## src/rtl/cpu7_csr_req_pkg.sv

```systemverilog
// Shared encodings and payload types for the execute-stage CSR access initiator.
package cpu7_csr_req_pkg;

  localparam int unsigned GRLEN   = 32;
  localparam int unsigned CSR_BIT = 14;
  localparam int unsigned GPR_IDX = 5;

  typedef enum logic [1:0] {
    CSR_OP_RD   = 2'b00,
    CSR_OP_WR   = 2'b01,
    CSR_OP_XCHG = 2'b10,
    CSR_OP_RSV  = 2'b11
  } csr_op_e;

  typedef enum logic [1:0] {
    ST_IDLE  = 2'b00,
    ST_READ  = 2'b01,
    ST_WRITE = 2'b10,
    ST_RESP  = 2'b11
  } csr_state_e;

  // Decoded CSR op as latched at the accept edge.
  typedef struct packed {
    csr_op_e              kind;
    logic [CSR_BIT-1:0]   num;
    logic [GRLEN-1:0]     rd_val;
    logic [GRLEN-1:0]     mask;
    logic [GPR_IDX-1:0]   rd_idx;
  } csr_op_t;

  function automatic logic op_has_write(input csr_op_e kind);
    return (kind == CSR_OP_WR) || (kind == CSR_OP_XCHG);
  endfunction

endpackage

```

## src/rtl/cpu7_csr_wdata_merge.sv

```systemverilog
// Write-data selection: plain write, or masked merge of new and old CSR bits for CSRXCHG.
module cpu7_csr_wdata_merge
  import cpu7_csr_req_pkg::*;
(
  input  logic [GRLEN-1:0] rd_val,
  input  logic [GRLEN-1:0] mask,
  input  logic [GRLEN-1:0] old,
  input  logic             is_xchg,
  output logic [GRLEN-1:0] wdata
);

  always_comb begin
    wdata = rd_val;
    if (is_xchg) begin
      wdata = (rd_val & mask) | (old & ~mask);
    end
  end

endmodule

```

## src/rtl/cpu7_csr_req.sv

```systemverilog
// CSR access initiator: accepts one decoded CSR op, reads then optionally writes the
// CSR file, and returns the pre-write value for rd writeback; flush aborts in-flight ops.
module cpu7_csr_req
  import cpu7_csr_req_pkg::*;
(
  input  logic                clk,
  input  logic                reset,
  input  logic                op_valid,
  output logic                op_ready,
  input  logic [1:0]          op_type,
  input  logic [CSR_BIT-1:0]  op_csr_num,
  input  logic [GRLEN-1:0]    op_rd_val,
  input  logic [GRLEN-1:0]    op_rj_mask,
  input  logic [GPR_IDX-1:0]  op_rd_idx,
  output logic [CSR_BIT-1:0]  csr_raddr,
  input  logic [GRLEN-1:0]    csr_rdata,
  output logic [CSR_BIT-1:0]  csr_waddr,
  output logic [GRLEN-1:0]    csr_wdata,
  output logic                csr_wen,
  input  logic                ecl_csr_flush,
  output logic                res_valid,
  input  logic                res_ready,
  output logic [GPR_IDX-1:0]  res_rd_idx,
  output logic [GRLEN-1:0]    res_data
);

  csr_state_e       state_q, state_d;
  csr_op_t          op_q;
  logic [GRLEN-1:0] old_q;
  logic [GRLEN-1:0] merge_wdata;
  logic             op_accept;

  assign op_accept = op_valid & op_ready;

  // State, latched op and captured old value.
  always_ff @(posedge clk) begin
    if (reset) begin
      state_q <= ST_IDLE;
      op_q    <= '0;
      old_q   <= '0;
    end else begin
      state_q <= state_d;
      if (op_accept) begin
        op_q.kind   <= csr_op_e'(op_type);
        op_q.num    <= op_csr_num;
        op_q.rd_val <= op_rd_val;
        op_q.mask   <= op_rj_mask;
        op_q.rd_idx <= op_rd_idx;
      end
      if (state_q == ST_READ) begin
        old_q <= csr_rdata;
      end
    end
  end

  // Next state; flush pulls any in-flight op back to IDLE.
  always_comb begin
    state_d = state_q;
    unique case (state_q)
      ST_IDLE:  if (op_accept) state_d = ST_READ;
      ST_READ:  state_d = op_has_write(op_q.kind) ? ST_WRITE : ST_RESP;
      ST_WRITE: state_d = ST_RESP;
      ST_RESP:  if (res_ready) state_d = ST_IDLE;
      default:  state_d = ST_IDLE;
    endcase
    if (ecl_csr_flush && (state_q != ST_IDLE)) begin
      state_d = ST_IDLE;
    end
  end

  cpu7_csr_wdata_merge u_wdata_merge (
    .rd_val  (op_q.rd_val),
    .mask    (op_q.mask),
    .old     (old_q),
    .is_xchg (op_q.kind == CSR_OP_XCHG),
    .wdata   (merge_wdata)
  );

  // Port drive is a decode of state; address/data buses sit at zero outside their state.
  always_comb begin
    op_ready   = 1'b0;
    csr_raddr  = '0;
    csr_waddr  = '0;
    csr_wdata  = '0;
    csr_wen    = 1'b0;
    res_valid  = 1'b0;
    res_data   = '0;
    res_rd_idx = '0;
    unique case (state_q)
      ST_IDLE: begin
        op_ready = ~ecl_csr_flush;
      end
      ST_READ: begin
        csr_raddr = op_q.num;
      end
      ST_WRITE: begin
        csr_waddr = op_q.num;
        csr_wdata = merge_wdata;
        // A write in a flush or reset cycle would commit a killed op.
        csr_wen   = ~ecl_csr_flush & ~reset;
      end
      ST_RESP: begin
        res_valid  = ~ecl_csr_flush;
        res_data   = old_q;
        res_rd_idx = op_q.rd_idx;
      end
      default: begin
        op_ready = 1'b0;
      end
    endcase
  end

endmodule
```

## config.mk

```make
export PLATFORM = sky130hd
export DESIGN_NAME = cpu7_csr_req
export DESIGN_NICKNAME = d
export VERILOG_FILES = /design/src/rtl/cpu7_csr_req_pkg.sv /design/src/rtl/cpu7_csr_wdata_merge.sv /design/src/rtl/cpu7_csr_req.sv
export SDC_FILE = /design/constraint.sdc
export NUM_CORES = 1
export LEC_CHECK = 0
export ABC_AREA = 1
export BUFFER_PORTS_ARGS = -buffer_cell sky130_fd_sc_hd__buf_2
export CAP_MARGIN = 30
export CORE_MARGIN = 2
export CORE_UTILIZATION = 40
export CTS_BUF_LIST = sky130_fd_sc_hd__clkbuf_8
export CTS_CLUSTER_SIZE = 30
export DETAILED_ROUTE_END_ITERATION = 10
export HOLD_SLACK_MARGIN = 0.03
export PLACE_DENSITY = 0.76
export SKIP_LAST_GASP = 1
export SYNTH_ARGS = -nofsm -noshare
export SYNTH_HDL_FRONTEND = slang
export SYNTH_SLANG_ARGS = --single-unit
```

## constraint.sdc

```tcl
create_clock -name clk -period 3.55 [get_ports clk]
set_input_delay 0.5325 -clock clk [delete_from_list [all_inputs] [get_ports clk]]
set_output_delay 0.5325 -clock clk [all_outputs]
set_load 0.05 [all_outputs]
```

* Word-level counts from Yosys, hierarchy flattened
Index checks and enable logic that the tools add are counted.
** Storage, ports and cells
- Bits of input ports :: 122
- Output and inout port bits :: 100
- Logic and storage cells :: 41
- Bits in registers :: 119
** Cells by class
- Reduce and logical (&&, ||, !) cells :: 6
- Eq/ne operators :: 7
- Multiplexer cells :: 13
- Bitwise gates (word level) :: 8
** Operators with widths (count)
- $mux W32 :: 3
- $and A32 B32 Y32 :: 2
- $not A32 Y32 :: 1
- $or A32 B32 Y32 :: 1
- $mux W14 :: 2
- $pmux W2 S4 :: 1
- $eq A2 B2 Y1 const B :: 3
- $mux W5 :: 1
- $eq A2 B1 Y1 const B :: 2
- $mux W1 :: 4
- $mux W2 :: 2
- $ne A2 B2 Y1 const B :: 2
- $and A1 B1 Y1 :: 2
- $logic_not A2 Y1 :: 1
- $not A1 Y1 :: 2
- $reduce_and A2 Y1 :: 1
- $reduce_bool A2 Y1 :: 1
- $reduce_or A2 Y1 :: 1
- $logic_and A1 B1 Y1 :: 1
- $logic_or A1 B1 Y1 :: 1

* Depth between registers and ports, before layout
Gate-level depths: netlist (run 1).
- Word-level depth :: 5
- Mapped depth :: 9
- Depth with buffers taken out :: 7

* Hierarchy
Synthesis (run 1) repeated with hierarchy kept, for this count alone.
** Unflattened totals
- Cells, all modules :: 1017
- Area total of the unflattened synthesis :: 6237.2 um^2
** By module, submodules not included
- cpu7_csr_req :: instances 1, cells each 754, area an instance 5157.4 um^2, sequential area each 2382.3 um^2
- cpu7_csr_wdata_merge :: instances 1, cells each 263, area an instance 1079.8 um^2, sequential area each 0.0 um^2

* Worst setup path after synthesis (run 1)
OpenSTA, ideal clock, no wires.
- Path kind :: register to output
- Start point :: reg state_q[0]
- End point :: out csr_wen
- Data required time :: 3.017 ns
- Stages on the path, launching flop included :: 6
- Arrival :: 1.842 ns
- Slack :: 1.175 ns
- Buffers on the path :: 1
- Cells stage by stage :: dfxtp_1 -> inv_1 -> ha_1 -> buf_2 -> inv_1 -> nor3_1
** On the way
- Cells in the longest elaborated chain, start to end :: 2
** Ends and longest elaborated chain
- from (decl) :: RTL line cpu7_csr_req.sv:27 : csr_state_e state_q, state_d;
- from (signal assigned) :: RTL line cpu7_csr_req.sv:42 : state_q <= state_d;
- $eq A2 B2 Y1 :: RTL line cpu7_csr_req.sv:89 : unique case (state_q)
- $mux W1 :: RTL line cpu7_csr_req.sv:89
- to (decl) :: RTL line cpu7_csr_req.sv:19 : output logic csr_wen,
Every way passes these cells.

* Worst setup path in the final report (run 1)
- Start point :: reg state_q[0]
- End point :: out csr_wdata[29]
** On the way
- Cells in the longest elaborated chain, start to end :: 2
** Ends and longest elaborated chain
- $eq A2 B2 Y1 :: RTL line cpu7_csr_req.sv:89
- $mux W32 :: RTL line cpu7_csr_req.sv:89
- to (decl) :: RTL line cpu7_csr_req.sv:18 : output logic [GRLEN-1:0] csr_wdata,
Every way passes these cells.

==> results_dict.tcl, run 1 <==
set metrics [dict create \
    status "finished clean" \
    syn_area_mm2 0.00551 \
    clkPwrFrac_pct 31.5 \
    clk_latency_ps 440 \
    area_growth_pct 28.7 \
    routedWlPerCell_um 13.8 \
    wirelength_mm 16.5 \
    die_w_um 121 \
    start_util_pct 41.3 \
    dieArea_mm2 0.0147 \
    drtIter0Drc 603 \
    r2r_slack_ps 1200 \
    p_seq_share_pct 37.3 \
    regArea_mm2 0.00238 \
    required_ps 3020 \
    setup_tns_ps 0 \
    netlist_instances 826 \
    synth_top_area_share_pct 43.2 \
    cts_tree "built" \
    slew-limit-headroom_pct 40.1 \
    fill_cells 1344 \
    startpoint_type "register" \
    drtPass1Iterations 8 \
    synth_compound_area_share_pct 13.9 \
    grt_pass1_wl_mm 25.8 \
    ys_ff_latch 119 \
    cts_hold_repair.buffers 0 \
    clock_path_buffers 2 \
    core-area_mm2 0.0133 \
    cp.buffers_inverters 2 \
    cp_top_family "adder cells" \
    worstSetupPathDepth 5 \
    globalplace.congestion 0.835 \
    path_cells "inv_1 > ha_2 > o21ai_0 > nor2_1 > buf_2" \
    muxShareOfSynthArea_pct 0 \
    arrival_ps 2340 \
    internal_power_uw 2810 \
    path_clk_slew_ps 70 \
    min_period_over_period_pct 81.0 \
    critPathMaxFanout 47 \
    ir_drop_uv 275 \
    multi_input_area_mm2 0.00256 \
    ys_warn_count 0 \
    antenna_found_initial 1 \
    portBuffers 221 \
    yosysTopAreaCell "dfxtp_1" \
    yosys.area_share.simple_pct 30.9 \
    postCtsSetupBuffers 0 \
    drive_above_1_share_pct 26.1 \
    final_nets 1137 \
    ant_nets 0 \
    grt_max_degree 86 \
    hold_violations 0 \
    viasPerCell 4.99 \
    cap_violations 0 \
    die_h_um 121 \
    rsz0062_at_grt "no" \
    cts_resized 0 \
    cts.sinks 119 \
    synthAdderAreaFrac_pct 1.36 \
    p_sw_share_pct 37.8 \
    slowest_stage "ha_2" \
    grt_overflow 0 \
    min_path_type "in -> reg" \
    rr_worst_depth 7 \
    combPwrFrac_pct 31.2 \
    netlist-cell-type-count 20 \
    r2r_start "state_q[0]" \
    drc_errors 0 \
    min_period_ps 2870 \
    path_class "reg -> out" \
    hold_path_depth 3 \
    fmax_ghz 0.348 \
    syn_nets 954 \
    synth_area_leaders "dfxtp_1 43%, nand2_1 15%, a21oi_1 11%" \
    synth_top_family_by_area "simple AND/OR/NAND/NOR gates" \
    row_count 42 \
    worstSetupEndpointType "primary output" \
    powerDensity_mw_per_mm2 636 \
    total_power_uw 4510 \
    numCtsBuffers 17 \
    cts-root-buf "clkbuf_8" \
    first_global_vias 5244 \
    p_sw_uw 1710 \
    r2r-end "op_q[21]" \
    fin_skew_ps 7.21 \
    cpPeakStageDelay_ps 770 \
    num_vias 5987 \
    worstHoldStart "csr_rdata[23]" \
    leakage_uw 0.00376 \
    worst_pin_slew_ps 898 \
    setup_viol 0 \
    synth_xor_xnor_area_share_pct 0 \
    io_pins 222 \
    htree_num_levels 4 \
    dp_hpwl_mm 11.0 \
    grt_use_total_pct 22.1 \
    avgSynthCellArea_um2 6.68 \
    drv_slew 0 \
    ys_seq_area_share_pct 43.2 \
    hold_end "old_q[23]" \
]
-- how the worst max path moves through the flow --
stage | from | endpoint | slack [ps]
after floorplan | state_q[0] | csr_wen | 1180
after global placement | state_q[0] | csr_wdata[16] | 1250
after detailed placement | state_q[0] | csr_wdata[29] | 1150
after CTS | state_q[0] | csr_wdata[29] | 630
after global routing | state_q[0] | csr_wdata[11] | 370
final | state_q[0] | csr_wdata[29] | 680
-- routing by layer --
metal | GRT usage [%] | vias to the layer above | routed length (um)
met5 | 0 | - | 0
met4 | 8.41 | 0 | 420
met3 | 6.67 | 31 | 1430
met2 | 34.6 | 277 | 7570
met1 | 28.6 | 2669 | 7120
li1 | - | 3010 | -
-- metrics by stage --
step	utilization [%]	worst slack, ps	hold WS (ps)	instance area (um2)	cells
floorplan	-	1180	436	5510	826
global route	53.2	365	307	7100	1199
finish	53.2	676	340	7100	1199
CTS	53.2	631	300	7100	1198
global placement	49.5	1250	450	6610	1165
detailed placement	49.7	1150	450	6630	1166
-- worst register-to-register path, stage by stage, from the launching register on --
cell and delay (ps):
dfxtp_1 350, inv_1 160, ha_1 180, inv_1 70, nor2_4 430, nand2_4 630
nand2_1 280, a21oi_1 100
-- sequential cells by signal, indices dropped and copies added (netlist names) --
| register | cells |
|---|---|
| op_q | 85 |
| old_q | 32 |
| state_q | 2 |
-- layout make-up --
type	instances	share of cell area, %
timing repair buffer	228	16.9
multi-input combinational	569	36.0
antenna	1	0.0353
clock inverter	13	2.82
sequential	119	33.6
inverter	74	3.91
clock buffer	19	3.68
tap	176	3.10
-- cell usage after synthesis (all sizes together) --
| cell type | instances |
|---|---|
| nand2 | 220 |
| a21oi | 120 |
| dfxtp | 119 |
| nand3 | 86 |
| inv | 74 |
| nor2 | 69 |
| buf | 34 |
| nor3 | 33 |
| o21ai | 33 |
| clkbuf | 30 |
| ha | 6 |
| nand3b | 1 |
| or2 | 1 |
-- layout by cell type (no fill, tap or decap), drive strengths merged --
| master | count |
|---|---|
| buf | 228 |
| nand2 | 220 |
| a21oi | 120 |
| dfxtp | 119 |
| nand3 | 86 |
| inv | 75 |
| nor2 | 69 |
| nor3 | 33 |
| o21ai | 33 |
| clkbuf | 19 |
| clkinv | 6 |
| ha | 6 |
| bufinv | 5 |
| diode | 1 |
| or2 | 1 |
| nand3b | 1 |
| clkinvlp | 1 |
-- power by group through the flow --
stage	Combinational, uW	Clock [uW]	Sequential [uW]
final	1410	1420	1690
after global placement	1360	0	1710
after global routing	1560	1510	1710
after detailed placement	1420	0	1710
after floorplan	1080	0	1660
after CTS	1420	1450	1680
-- cells by family after synthesis --
kind of cell | count (synthesis)
AND/OR/NAND/NOR | 410
AO/OA/AOI/OAI | 153
buffers and inverters | 138
flip-flops | 119
adder cells (fa/ha/maj) | 6
No activity file was read; power rests on OpenSTA's default activity.
==> run 2, diff against run 1 <==
- PLACE_DENSITY: 0.76 -> 0.79
- clock period: 3.55 -> 2.51 ns (I/O delays scaled with it)
==> run 2 against run 1 <==
Compared with the run above: register-to-register slack lost 780 ps; sequential share of layout area shrank 0.26 points; cell count grew 0.58%; count of clock-buffer cells in the layout grew 2; routed wire length grew 6.5%; die area is the same; first-iteration DRC count grew 12%; critical path depth is the same; hold slack lost 160 ps; power grew 42%; combinational power grew 50%; largest cell class unchanged.
==> results_dict.tcl, run 2 (synthesis results as in run 1) <==
set metrics [dict create \
    setup_viol 0 \
    antenna_found_initial 1 \
    core-area_mm2 0.0133 \
    final_cells 1206 \
    path_clk_slew_ps 70 \
    cap_violations 0 \
    postPlaceCellArea_mm2 0.00667 \
    fin_skew_ps 6.15 \
    globalplace.congestion 0.835 \
    clk_latency_ps 440 \
    rsz0062_at_grt "no" \
    powerDensity_mw_per_mm2 898 \
    leakage_uw 0.00379 \
    die_w_um 121 \
    drtIter0Drc 673 \
    final_nets 1144 \
    drv_slew 0 \
    cts-root-buf "clkbuf_8" \
    slew-limit-headroom_pct 35.1 \
    dp_hpwl_mm 11.6 \
    cts_tree "built" \
    hold_violations 0 \
    viasPerCell 5.05 \
    placed_cells_incl_taps 1170 \
    first_global_vias 5319 \
    setup_slack_ps 136 \
    required_ps 2130 \
    area_growth_pct 29.7 \
    largest_reg_flops 85 \
    min_path_type "in -> reg" \
    critPathMaxFanout 25 \
    die_h_um 121 \
    worst_pin_slew_ps 973 \
    io_pins 222 \
    min_period_ps 2370 \
    ant_nets 0 \
    drive_above_1_share_pct 26.4 \
    design_area_mm2 0.00715 \
    drc_errors 0 \
    htree_num_levels 4 \
    grt_use_total_pct 23.6 \
    worstSetupEndpointType "primary output" \
    largest_register "op_q" \
    row_count 42 \
    detailedPlace.worstSlack_ps 483 \
    clock_path_buffers 2 \
    arrival_ps 2000 \
    start_util_pct 41.3 \
    min_period_over_period_pct 94.6 \
    grt_max_degree 119 \
    numCtsBuffers 17 \
    startpoint_type "register" \
    ir_drop_uv 554 \
    num_vias 6095 \
    wirelength_mm 17.6 \
    portBuffers 221 \
    dieArea_mm2 0.0147 \
    status "finished clean" \
    cts.sinks 119 \
    setup_tns_ps 0 \
    fmax_ghz 0.421 \
    routedWlPerCell_um 14.6 \
    layout_common_cells "219 x nand2_1, 219 x buf_2, 120 x a21oi_1, 119 x dfxtp_1, 86 x nand3_1" \
    grt_pass1_wl_mm 27.2 \
    top_regs "op_q: 85 flops, old_q: 32 flops, state_q: 2 flops" \
    drtPass1Iterations 5 \
    path_class "reg -> out" \
    grt_overflow 0 \
]
[run 2: cell count changes in the layout (fill, tap and decap cells not counted), sizes merged]
cell	previous run	this run
clkinv	6	5
clkinvlp	1	0
bufinv	5	4
inv	75	76
clkbuf	19	21
buf	228	235
[run 2: where the power goes]
group	total (uW)	switching, uW	internal (uW)	leakage, uW
sequential	2390	225	2170	0.000970
combinational	2110	1480	630	0.00259
clock	1920	752	1170	0.000238
[run 2: path summary, 6_finish.rpt]
kind / from / endpoint / slack (ps) / depth (start not counted)
worst max-delay path: state_q[1] / res_data[14] / 140 / 5
worst min-delay path: csr_rdata[31] / old_q[31] / 180 / 3
worst max register to register: state_q[1] / op_q[52] / 420 / 7
worst min register to register: op_q[39] / op_q[39] / 460 / 2
[run 2: through the flow]
| stage | util, % | total power [uW] | hold slack (ps) |
|---|---|---|---|
| floorplan | - | 3870 | 436 |
| global placement | 50.0 | 4430 | 447 |
| detailed placement | 50.0 | 4480 | 451 |
| CTS | 53.3 | 6420 | 150 |
| global route | 53.6 | 6790 | 166 |
| finish | 53.6 | 6430 | 183 |
[run 2: area by class of cell]
class | instances | area [um2]
tap | 176 | 220
multi-input combinational | 569 | 2570
clock buffer | 21 | 289
inverter | 74 | 278
clock inverter | 11 | 153
fill | 1324 | 6190
antenna | 1 | 2.50
sequential | 119 | 2380
timing repair buffer | 235 | 1260
[run 2: routing by layer]
metal	wire, um	track usage, %	part of all wire [%]	up-vias
met5	0	0	0	-
met4	285	8.48	1.6	0
met3	1470	6.02	8.3	20
met2	8110	37.7	46	285
met1	7760	30.8	44	2771
li1	-	-	-	3019
[run 2: worst max-delay path, cell delays in order, from the launching register on]
cell and delay (ps):
dfxtp_1 450, ha_2 470, buf_12 230, nand2_1 100, inv_1 50, buf_2 250
[run 2: timing repair]
action                     CTS  global route
pin swaps                    0             1
hold buffers                 0             0
setup endpoints to repair    3             8
resized for setup            1             2
buffers inserted             0             3
==> run 3, diff against run 2 <==
- PLACE_DENSITY: 0.79 -> 0.76
- clock period: 2.51 -> 2.8 ns (I/O delays scaled with it)
==> run 3 against run 2 <==
Compared with the run above: non-clock buffer count fell by 2; combinational power fell by 13%; critical endpoint is now csr_wdata[18]; largest power group unchanged; highest routed layer is now met5; worst setup slack improved by 140 ps.
==> results_dict.tcl, run 3 (synthesis results as in run 1) <==
set metrics [dict create \
    internal_power_uw 3450 \
    numCtsBuffers 17 \
    dieArea_mm2 0.0147 \
    rsz0062_at_grt "no" \
    p_seq_share_pct 37.9 \
    globalplace.congestion 0.835 \
    top_regs "op_q: 85 flops, old_q: 32 flops, state_q: 2 flops" \
    path_cells "inv_1 > ha_1 > inv_2 > buf_12 > nor2_1 > o21ai_0 > nor2_1 > buf_2" \
    cts-root-buf "clkbuf_8" \
    routedWlPerCell_um 13.8 \
    drtIter0Drc 464 \
    path_clk_slew_ps 70 \
    min_period_over_period_pct 90.1 \
    placed_cells_incl_taps 1171 \
    drc_errors 0 \
    final_cells 1203 \
    viasPerCell 4.98 \
    fmax_ghz 0.397 \
    startpoint_type "register" \
    status "finished clean" \
    clock_path_buffers 2 \
    worst_pin_slew_ps 725 \
    grt_use_total_pct 22.0 \
    min_path_type "in -> reg" \
    cts_resized 0 \
    grt_overflow 0 \
    p_sw_uw 2170 \
    clkPwrFrac_pct 29.2 \
    io_pins 222 \
    drtPass1Iterations 4 \
    setup_viol 0 \
    worst_path_most_repeated_cell "nor2_1" \
    clk_latency_ps 430 \
    ant_nets 0 \
    dp_hpwl_mm 11.4 \
    drive_above_1_share_pct 26.2 \
    die_w_um 121 \
    setup_tns_ps 0 \
    ir_drop_uv 362 \
    fin_skew_ps 8.04 \
    layout_common_cells "219 x nand2_1, 219 x buf_2, 120 x a21oi_1, 119 x dfxtp_1, 86 x nand3_1" \
    top_usage_layer "met2" \
    first_global_vias 5257 \
    grt_pass1_wl_mm 25.6 \
    die_h_um 121 \
    start_util_pct 41.3 \
    portBuffers 221 \
    largest_reg_flops 85 \
    area_growth_pct 28.9 \
    combPwrFrac_pct 32.8 \
    row_count 42 \
    num_vias 5993 \
    antenna_found_initial 2 \
    cap_violations 0 \
    arrival_ps 2100 \
    drv_slew 0 \
    postCtsSetupBuffers 0 \
    critPathMaxFanout 42 \
    slowest_stage "dfxtp_1" \
    slew-limit-headroom_pct 51.7 \
    cts.sinks 119 \
    p_sw_share_pct 38.6 \
    met2_usage_pct 35.1 \
    path_class "reg -> out" \
    use_met3_pct 5.83 \
    final_nets 1142 \
    powerDensity_mw_per_mm2 790 \
    use_met1_pct 28.6 \
    wirelength_mm 16.6 \
    htree_num_levels 4 \
    required_ps 2380 \
    cts_tree "built" \
    leakage_uw 0.00376 \
    largest_register "op_q" \
    grt_max_degree 68 \
    core-area_mm2 0.0133 \
    hold_violations 0 \
    min_period_ps 2520 \
    cts_hold_repair.buffers 0 \
    worstSetupEndpointType "primary output" \
    cpPeakStageDelay_ps 330 \
]
-- run 3: final cells by class --
cell class | instances | area, um2
clock buffers | 21 | 289
flip-flops and latches | 119 | 2380
inverters | 74 | 278
repair buffers | 233 | 1250
diodes | 1 | 2.50
clock inverters | 10 | 128
well taps | 176 | 220
fillers | 1332 | 6240
multi-input cells | 569 | 2560
-- run 3: worst paths after layout --
path	startpoint	end	slack [ps]	depth (start not counted)
setup / recovery	op_q[83]	csr_wdata[18]	280	8
hold / removal	csr_rdata[31]	old_q[31]	220	3
setup reg to reg	state_q[0]	op_q[22]	710	8
hold reg to reg	op_q[83]	op_q[83]	460	2
-- run 3: layer usage --
metal	vias to the layer above	part of all wire, %
li1	3023	-
met1	2690	44
met2	250	46
met3	28	7.8
met4	2	1.7
met5	-	0.078
-- run 3: through the flow --
stage	hold WS [ps]	util (%)	area (um2)	power (uW)	setup WS, ps
floorplan	436	-	5510	3470	538
global placement	447	50.1	6690	3980	750
detailed placement	449	50.1	6690	4010	732
CTS	194	53.2	7110	5650	249
global route	213	53.3	7110	5940	68.3
finish	220	53.3	7110	5610	278
-- run 3: worst max-delay path, delay by kind of cell, from the launching register on --
family	cells	cell delay [ps]
buf+inv	4	830
simple gates	2	140
fa+ha+maj	1	190
compound gates	1	160
flops	1	330
-- run 3: power by group through the flow --
| stage | Combinational, uW | Sequential [uW] | Clock [uW] |
|---|---|---|---|
| floorplan | 1370 | 2110 | 0 |
| global placement | 1830 | 2160 | 0 |
| detailed placement | 1850 | 2160 | 0 |
| CTS | 1860 | 2120 | 1670 |
| global route | 2030 | 2160 | 1750 |
| finish | 1840 | 2130 | 1640 |
